`src/rtl/sr_cmd_driver_pkg.sv`:
```
// -----------------------------------------------------------------------------
// sr_cmd_driver_pkg
// Shared definitions for the SR flip-flop command driver:
//   cmd_t    - two-bit command codes (NOP, SET, RESET, ILLEGAL)
//   state_t  - four-state controller encoding (IDLE, DRIVE, WAIT, RESP)
//   counter widths sized for the legal parameter ranges
//     (pulse 1..15, timeout 1..255)
// -----------------------------------------------------------------------------
package sr_cmd_driver_pkg;

   typedef enum logic [1:0] {
      CMD_NOP     = 2'b00,
      CMD_SET     = 2'b01,
      CMD_RESET   = 2'b10,
      CMD_ILLEGAL = 2'b11
   } cmd_t;

   typedef enum logic [1:0] {
      ST_IDLE  = 2'd0,
      ST_DRIVE = 2'd1,
      ST_WAIT  = 2'd2,
      ST_RESP  = 2'd3
   } state_t;

   localparam int PULSE_CNT_W = 4;
   localparam int TO_CNT_W    = 8;

endpackage

```
`src/rtl/sr_cmd_driver_if.sv`:
```
// -----------------------------------------------------------------------------
// sr_cmd_driver_if
// Command / response handshake bundle for sr_cmd_driver.
//   cmd_valid, cmd[1:0], cmd_ready   - command request channel
//   resp_valid, resp_err, resp_ready - completion report channel
// Modports:
//   master - the requester (drives commands, consumes responses)
//   slave  - the driver block itself
// -----------------------------------------------------------------------------
interface sr_cmd_driver_if;

   logic       cmd_valid;
   logic [1:0] cmd;
   logic       cmd_ready;
   logic       resp_valid;
   logic       resp_err;
   logic       resp_ready;

   modport master (
      output cmd_valid, cmd, resp_ready,
      input  cmd_ready, resp_valid, resp_err
   );

   modport slave (
      input  cmd_valid, cmd, resp_ready,
      output cmd_ready, resp_valid, resp_err
   );

endinterface

```
`src/rtl/sr_cmd_driver_sync2.sv`:
```
// -----------------------------------------------------------------------------
// sync2
// Two-flop synchronizer for a single asynchronous bit.
//   clk - destination clock
//   rst - asynchronous active-high reset, clears both flops
//   d   - asynchronous input
//   q   - synchronized output (two clock cycles of latency)
// -----------------------------------------------------------------------------
module sync2 (
   input  logic clk,
   input  logic rst,
   input  logic d,
   output logic q
);

   logic r_meta;

   always_ff @(posedge clk or posedge rst) begin
      if (rst) begin
         r_meta <= 1'b0;
         q      <= 1'b0;
      end else begin
         r_meta <= d;
         q      <= r_meta;
      end
   end

endmodule

```
`src/rtl/sr_cmd_driver.sv`:
```
// -----------------------------------------------------------------------------
// sr_cmd_driver
// Drives an external SR flip-flop from a command handshake and reports whether
// the flip-flop confirmed the requested state.
// Parameters:
//   PULSE_CYCLES   - cycles S or R is held high per command (1..15)
//   TIMEOUT_CYCLES - WAIT cycles allowed for Q/Q_BAR confirmation (1..255)
// Ports:
//   clk   - single clock
//   rst   - asynchronous active-high reset
//   bus   - command/response handshake (slave side)
//   S, R  - registered set/reset drives to the flip-flop
//   Q, Q_BAR - flip-flop outputs, asynchronous, synchronized internally
// -----------------------------------------------------------------------------
module sr_cmd_driver
   import sr_cmd_driver_pkg::*;
#(
   parameter int PULSE_CYCLES   = 2,
   parameter int TIMEOUT_CYCLES = 8
) (
   input  logic           clk,
   input  logic           rst,
   sr_cmd_driver_if.slave bus,
   output logic           S,
   output logic           R,
   input  logic           Q,
   input  logic           Q_BAR
);

   localparam logic [PULSE_CNT_W-1:0] PULSE_LAST = PULSE_CNT_W'(PULSE_CYCLES - 1);
   localparam logic [TO_CNT_W-1:0]    TO_LAST    = TO_CNT_W'(TIMEOUT_CYCLES - 1);

   state_t                 r_state, w_state_next;
   cmd_t                   r_code, w_code_next;
   logic [PULSE_CNT_W-1:0] r_pulse_cnt, w_pulse_cnt_next;
   logic [TO_CNT_W-1:0]    r_to_cnt, w_to_cnt_next;
   logic                   r_err, w_err_next;
   logic                   r_s, w_s_next;
   logic                   r_r, w_r_next;

   logic [1:0] w_q_async;
   logic [1:0] w_q_sync;
   logic       w_qs;
   logic       w_qbs;
   logic       w_accept;
   logic       w_pulse_done;
   logic       w_timeout;
   logic       w_pair_ok;
   cmd_t       w_cmd_in;

   // ---------------------------------------------------------------- sync
   // bit 0 = Q, bit 1 = Q_BAR
   assign w_q_async = {Q_BAR, Q};

   generate
      for (genvar gi = 0; gi < 2; gi++) begin : g_sync
         sync2 u_sync2 (
            .clk (clk),
            .rst (rst),
            .d   (w_q_async[gi]),
            .q   (w_q_sync[gi])
         );
      end
   endgenerate

   assign w_qs  = w_q_sync[0];
   assign w_qbs = w_q_sync[1];

   // ---------------------------------------------------------------- decode
   assign w_cmd_in     = cmd_t'(bus.cmd);
   assign w_accept     = bus.cmd_valid && (r_state == ST_IDLE);
   assign w_pulse_done = (r_pulse_cnt == PULSE_LAST);
   assign w_timeout    = (r_to_cnt == TO_LAST);
   // Only SET and RESET ever reach WAIT, so the code selects the target pair.
   assign w_pair_ok    = (r_code == CMD_SET) ? (w_qs && !w_qbs) : (!w_qs && w_qbs);

   // ---------------------------------------------------------------- state register
   // S/R sit in the same asynchronously reset register bank, so reset drops
   // them immediately and any in-flight command is lost.
   always_ff @(posedge clk or posedge rst) begin
      if (rst) begin
         r_state     <= ST_IDLE;
         r_code      <= CMD_NOP;
         r_pulse_cnt <= '0;
         r_to_cnt    <= '0;
         r_err       <= 1'b0;
         r_s         <= 1'b0;
         r_r         <= 1'b0;
      end else begin
         r_state     <= w_state_next;
         r_code      <= w_code_next;
         r_pulse_cnt <= w_pulse_cnt_next;
         r_to_cnt    <= w_to_cnt_next;
         r_err       <= w_err_next;
         r_s         <= w_s_next;
         r_r         <= w_r_next;
      end
   end

   // ---------------------------------------------------------------- next state
   always_comb begin
      w_state_next = r_state;
      case (r_state)
         ST_IDLE: begin
            if (w_accept) begin
               if (w_cmd_in == CMD_SET || w_cmd_in == CMD_RESET) begin
                  w_state_next = ST_DRIVE;
               end else begin
                  w_state_next = ST_RESP;
               end
            end
         end
         ST_DRIVE: begin
            if (w_pulse_done) begin
               w_state_next = ST_WAIT;
            end
         end
         ST_WAIT: begin
            if (w_pair_ok || w_timeout) begin
               w_state_next = ST_RESP;
            end
         end
         ST_RESP: begin
            if (bus.resp_ready) begin
               w_state_next = ST_IDLE;
            end
         end
         default: w_state_next = ST_IDLE;
      endcase
   end

   // ---------------------------------------------------------------- outputs / datapath
   // S and R are computed one cycle ahead and registered. Each is qualified
   // by a single latched code, so they can never both be high.
   always_comb begin
      w_code_next      = r_code;
      w_pulse_cnt_next = r_pulse_cnt;
      w_to_cnt_next    = r_to_cnt;
      w_err_next       = r_err;
      w_s_next         = 1'b0;
      w_r_next         = 1'b0;
      case (r_state)
         ST_IDLE: begin
            if (w_accept) begin
               w_code_next      = w_cmd_in;
               w_pulse_cnt_next = '0;
               w_err_next       = (w_cmd_in == CMD_ILLEGAL);
               w_s_next         = (w_cmd_in == CMD_SET);
               w_r_next         = (w_cmd_in == CMD_RESET);
            end
         end
         ST_DRIVE: begin
            w_to_cnt_next = '0;
            if (w_pulse_done) begin
               w_pulse_cnt_next = '0;
            end else begin
               w_pulse_cnt_next = r_pulse_cnt + 1'b1;
               w_s_next         = (r_code == CMD_SET);
               w_r_next         = (r_code == CMD_RESET);
            end
         end
         ST_WAIT: begin
            // A match on the final WAIT cycle still counts as success.
            if (w_pair_ok) begin
               w_err_next = 1'b0;
            end else if (w_timeout) begin
               w_err_next = 1'b1;
            end
            if (r_to_cnt != '1) begin
               w_to_cnt_next = r_to_cnt + 1'b1;
            end
         end
         ST_RESP: begin
            if (bus.resp_ready) begin
               w_err_next = 1'b0;
            end
         end
         default: ;
      endcase
   end

   assign bus.cmd_ready  = (r_state == ST_IDLE);
   assign bus.resp_valid = (r_state == ST_RESP);
   assign bus.resp_err   = r_err;
   assign S              = r_s;
   assign R              = r_r;

endmodule

```
`src/flat_wrapper.sv`:
```
// flat-port wrapper written by rule: the top's interface ports become plain ports
module sr_cmd_driver_flat import sr_cmd_driver_pkg::*;
#(
   parameter int PULSE_CYCLES   = 2,
   parameter int TIMEOUT_CYCLES = 8
)
  (clk, rst, S, R, Q, Q_BAR, bus_cmd_valid, bus_cmd, bus_resp_ready, bus_cmd_ready, bus_resp_valid, bus_resp_err);
  sr_cmd_driver_if bus_i ();
  input  logic clk;
  input  logic rst;
  output logic S;
  output logic R;
  input  logic Q;
  input  logic Q_BAR;
  input wire logic [$bits(bus_i.cmd_valid)-1:0] bus_cmd_valid;
  input wire logic [$bits(bus_i.cmd)-1:0] bus_cmd;
  input wire logic [$bits(bus_i.resp_ready)-1:0] bus_resp_ready;
  output wire logic [$bits(bus_i.cmd_ready)-1:0] bus_cmd_ready;
  output wire logic [$bits(bus_i.resp_valid)-1:0] bus_resp_valid;
  output wire logic [$bits(bus_i.resp_err)-1:0] bus_resp_err;
  assign bus_i.cmd_valid = bus_cmd_valid;
  assign bus_i.cmd = bus_cmd;
  assign bus_i.resp_ready = bus_resp_ready;
  assign bus_cmd_ready = bus_i.cmd_ready;
  assign bus_resp_valid = bus_i.resp_valid;
  assign bus_resp_err = bus_i.resp_err;
  sr_cmd_driver #(.PULSE_CYCLES(PULSE_CYCLES), .TIMEOUT_CYCLES(TIMEOUT_CYCLES)) u_core (.clk(clk), .rst(rst), .bus(bus_i), .S(S), .R(R), .Q(Q), .Q_BAR(Q_BAR));
endmodule
```
`config.mk`:
```
export PLATFORM = sky130hd
export DESIGN_NAME = sr_cmd_driver_flat
export DESIGN_NICKNAME = d
export VERILOG_FILES = /design/src/rtl/sr_cmd_driver_pkg.sv /design/src/rtl/sr_cmd_driver_if.sv /design/src/rtl/sr_cmd_driver_sync2.sv /design/src/rtl/sr_cmd_driver.sv /design/src/flat_wrapper.sv
export SDC_FILE = /design/constraint.sdc
export NUM_CORES = 1
export LEC_CHECK = 0
export CORE_MARGIN = 2
export CORE_UTILIZATION = 36
export CTS_BUF_LIST = sky130_fd_sc_hd__clkbuf_4 sky130_fd_sc_hd__clkbuf_8 sky130_fd_sc_hd__clkbuf_16
export CTS_CLUSTER_DIAMETER = 200
export CTS_CLUSTER_SIZE = 28
export DETAILED_ROUTE_END_ITERATION = 12
export HOLD_SLACK_MARGIN = 0.02
export PLACE_DENSITY = 0.59
export SETUP_SLACK_MARGIN = 0.05
export SYNTH_ARGS = -nofsm -noshare
export SYNTH_HDL_FRONTEND = slang
export SYNTH_SLANG_ARGS = --single-unit
```
`constraint.sdc`:
```
create_clock -name clk -period 4.6 [get_ports clk]
set_clock_uncertainty 0.15 [all_clocks]
set_input_delay 0.69 -clock clk [delete_from_list [all_inputs] [get_ports clk]]
set_output_delay 0.69 -clock clk [all_outputs]
set_load 0.1 [all_outputs]
```
==> reports/summary.log <==
INFO  synth          post_synth_instance_area=1270um^2
INFO  clock_tree     ctsHtreeMaxLevel=1
INFO  clock_tree     post_cts_hold_buffer_count=0
INFO  critical_path  cp_data_required_time=3760ps
INFO  run_status     outcome=completed
INFO  synth          synth_seq_area_share=45.2%
INFO  synth          synth_top_area_cell=dfrtp_1
INFO  place          port_buffers=12
INFO  sta            fin_hold_ws=219ps
INFO  global_routing initial_antenna_violation_count=0
INFO  finish         final_net_count=157
INFO  floorplan      vertical_die_dimension=63.5um
INFO  power_and_ir_drop power.share.sequential=33.4%
INFO  critical_path  worstSetupStartpointType=register
INFO  global_routing number_of_global_route_vias_before_repair=940
INFO  clock_tree     cts.root.buffer_cell=clkbuf_4
INFO  power_and_ir_drop swShare=48.3%
INFO  synth          synth_area_per_cell=10.4um^2
INFO  global_routing grt_remaining_overflow=0
INFO  synth          synth.ff_latch_count=23
INFO  synth          synth-edff-count=0
INFO  clock_tree     cts.clk_slew.worst_paths=130ps
INFO  sta            relSlewSlack=34.7%
INFO  synth          synth_area_leaders=dfrtp_1, ha_1, nand2_1, mux2i_1, o21ai_0
INFO  floorplan      rows=21
INFO  route          detail_route.drc_violations=0
INFO  finish         final_core_utilization=43.6%
INFO  critical_path  cp_max_fo=6
INFO  clock_tree     cts-resized-gates=0
INFO  critical_path  worst_path_class_setup=register to output pin
INFO  power_and_ir_drop cellInternalPower=0.443mW
INFO  clock_tree     clock_path_buffers=2
INFO  sta            report.final.slew_viol_count=0
INFO  sta            final_period_minus_worst_setup_slack=3160ps
INFO  synth          syn-num-nets=141
INFO  synth          yosysMostFrequentCell=dfrtp_1
INFO  power_and_ir_drop pwr-share-clk=10.9%
INFO  critical_path  end_kind=output pin
INFO  critical_path  startpoint=u_core.r_state[0]
INFO  place          numPlacedInstances=179
INFO  synth          synth.yosys.warnings=0
INFO  power_and_ir_drop cellPowerDensity=584nW/um^2
INFO  synth          synth.lib_cells_used.distinct=37
INFO  finish         fillers=355
INFO  synth          dominantRegCellSynth=dfrtp_1
INFO  flow_run       cap_violations=0
INFO  sta            tns_setup=0ps
INFO  route          final_antenna_net_count=0
INFO  floorplan      top_level_port_count=13
INFO  floorplan      floorplan.initialDensity=37.8%
INFO  power_and_ir_drop net-switching-power=0.413mW
INFO  global_routing grt_start_max_net_pins=24
INFO  route          wl=2340um
INFO  min_path       min_from=u_core.g_sync[1].u_sync2.r_meta
INFO  synth          synth.top_cell.area_share=45.2%
INFO  critical_path  rr_startpoint=u_core.r_state[0]
INFO  clock_tree     postCtsSetupBuffers=0
INFO  finish         area_delta_synth_final=15.2%
INFO  place          place_congestion=0.792
INFO  min_path       hold_path_class=register to register
INFO  sta            grt_setup_unrepaired=false
INFO  clock_tree     tritoncts=built
INFO  synth          async_flop_share=100%
INFO  clock_tree     cts_buffers=3
INFO  floorplan      die_area=4030um^2
INFO  sta            post-route-period-util=68.7%
INFO  floorplan      core_region_area=3360um^2
INFO  route          iteration_0_drc_count_of_the_detailed_router=19
INFO  route          drt_pass1_iterations=4
INFO  power_and_ir_drop vdd.ir_drop.worst=0.337mV
INFO  sta            hold_violations=0
INFO  place          detailed_place_hpwl=1820um
INFO  power_and_ir_drop power.leakage=0.648nW
INFO  clock_tree     cts_num_sinks=23
INFO  route          viasPerCell=5.12
INFO  finish         finish.cell_count_without_fillers=183
INFO  floorplan      floorplan.die.width=63.5um
INFO  power_and_ir_drop power.combinational.fraction=55.7%
INFO  route          wire_per_inst=12.8um
INFO  synth          ys_top_cells_by_count=dfrtp_1, nand2_1, ha_1
INFO  clock_tree     worst_skew_pair.late_latency=310ps
INFO  global_routing wire_length_of_the_first_global_routing_pass=4140um
INFO  route          route.vias.total=937
INFO  sta            max_clock_freq=0.316GHz
INFO  synth          syn-instance-count=122
INFO  finish         drive_gt1_share=10.2%
INFO  sta            setup_viol=0
INFO  sta            timing_worst_slew_pin_value=976ps
INFO  critical_path  critical_path_arrival=2320ps
INFO  finish         diodes=0
INFO  global_routing gr-usage-all-layers=13.1%
==> layout make-up <==
cell class                      instances  area, um^2  area share (%)
Timing Repair Buffer                   12         120            8.19
Clock buffer                            3        22.5            1.54
Multi-Input combinational cell         90         656            44.7
Inverter                                8        30.0            2.05
Clock inverter                          1        5.00           0.341
Tap cell                               46        57.6            3.92
Sequential cell                        23         576            39.2
==> layout by cell type (no fill, tap or decap), drive strengths merged, types with 2 or more instances in the layout <==
master         instances
dfrtp                 23
nand2                 17
clkdlybuf4s50         12
ha                    11
inv                    8
o21ai                  6
mux2i                  5
nor2                   5
nand3                  5
nand2b                 4
a21oi                  4
or2b                   3
clkbuf                 3
and3                   3
nor3                   3
nand4                  2
a31oi                  2
o21bai                 2
o31ai                  2
o211ai                 2
==> power groups by stage <==
stage	sequential [mW]	clock, mW	combinational [mW]
floorplan	0.349	0	0.328
global placement	0.287	0	0.473
detailed placement	0.290	0	0.481
CTS	0.286	0.0996	0.484
global route	0.292	0.110	0.520
finish	0.286	0.0930	0.478
==> metal layers <==
layer	global-route usage, %	part of all wire, %	vias to the layer above
met3	2.32	2.5	4
li1	-	-	462
met5	0	0	-
met4	4.89	1.2	0
met1	15.5	47	459
met2	23.4	49	12
==> worst max-delay path, cell delays in order (launching register included) <==
cell and delay [ps]:
dfrtp_1 430, inv_1 140, ha_1 270, clkdlybuf4s50_1 1180
==> worst paths after layout <==
check	endpoint	slack, ps	depth (start not counted)
setup / recovery	bus_cmd_ready	1440	3
hold / removal	u_core.g_sync[1].u_sync2.q	220	0
setup reg to reg	u_core.r_to_cnt[7]	2590	4
hold reg to reg	u_core.g_sync[1].u_sync2.q	220	0
max in group asynchronous	u_core.r_state[0]	3060	2
min in group asynchronous	u_core.S	700	2
==> metrics by stage <==
stage               worst slack [ps]  power, mW  area [um^2]
floorplan                       2160      0.677         1270
global placement                1830      0.760         1440
detailed placement              1800      0.772         1440
CTS                             1420      0.870         1470
global route                    1340      0.922         1470
finish                          1440      0.857         1470
==> kinds of logic after synthesis <==
family | share of synthesized area [%]
simple gates | 21.1
compound gates | 14.9
xor+xnor | 0.688
fa+ha+maj | 10.8
buf+inv | 3.24
mux | 3.93
flops | 45.2
==> registers in the layout, indices dropped and copies added (netlist names) <==
signal and flops:
u_core.R 1, u_core.S 1, u_core.bus.resp_err 1, u_core.g_sync.u_sync2.q 2, u_core.g_sync.u_sync2.r_meta 2, u_core.r_code 2
u_core.r_pulse_cnt 4, u_core.r_state 2, u_core.r_to_cnt 8
Power figures use the tool's default switching activity.
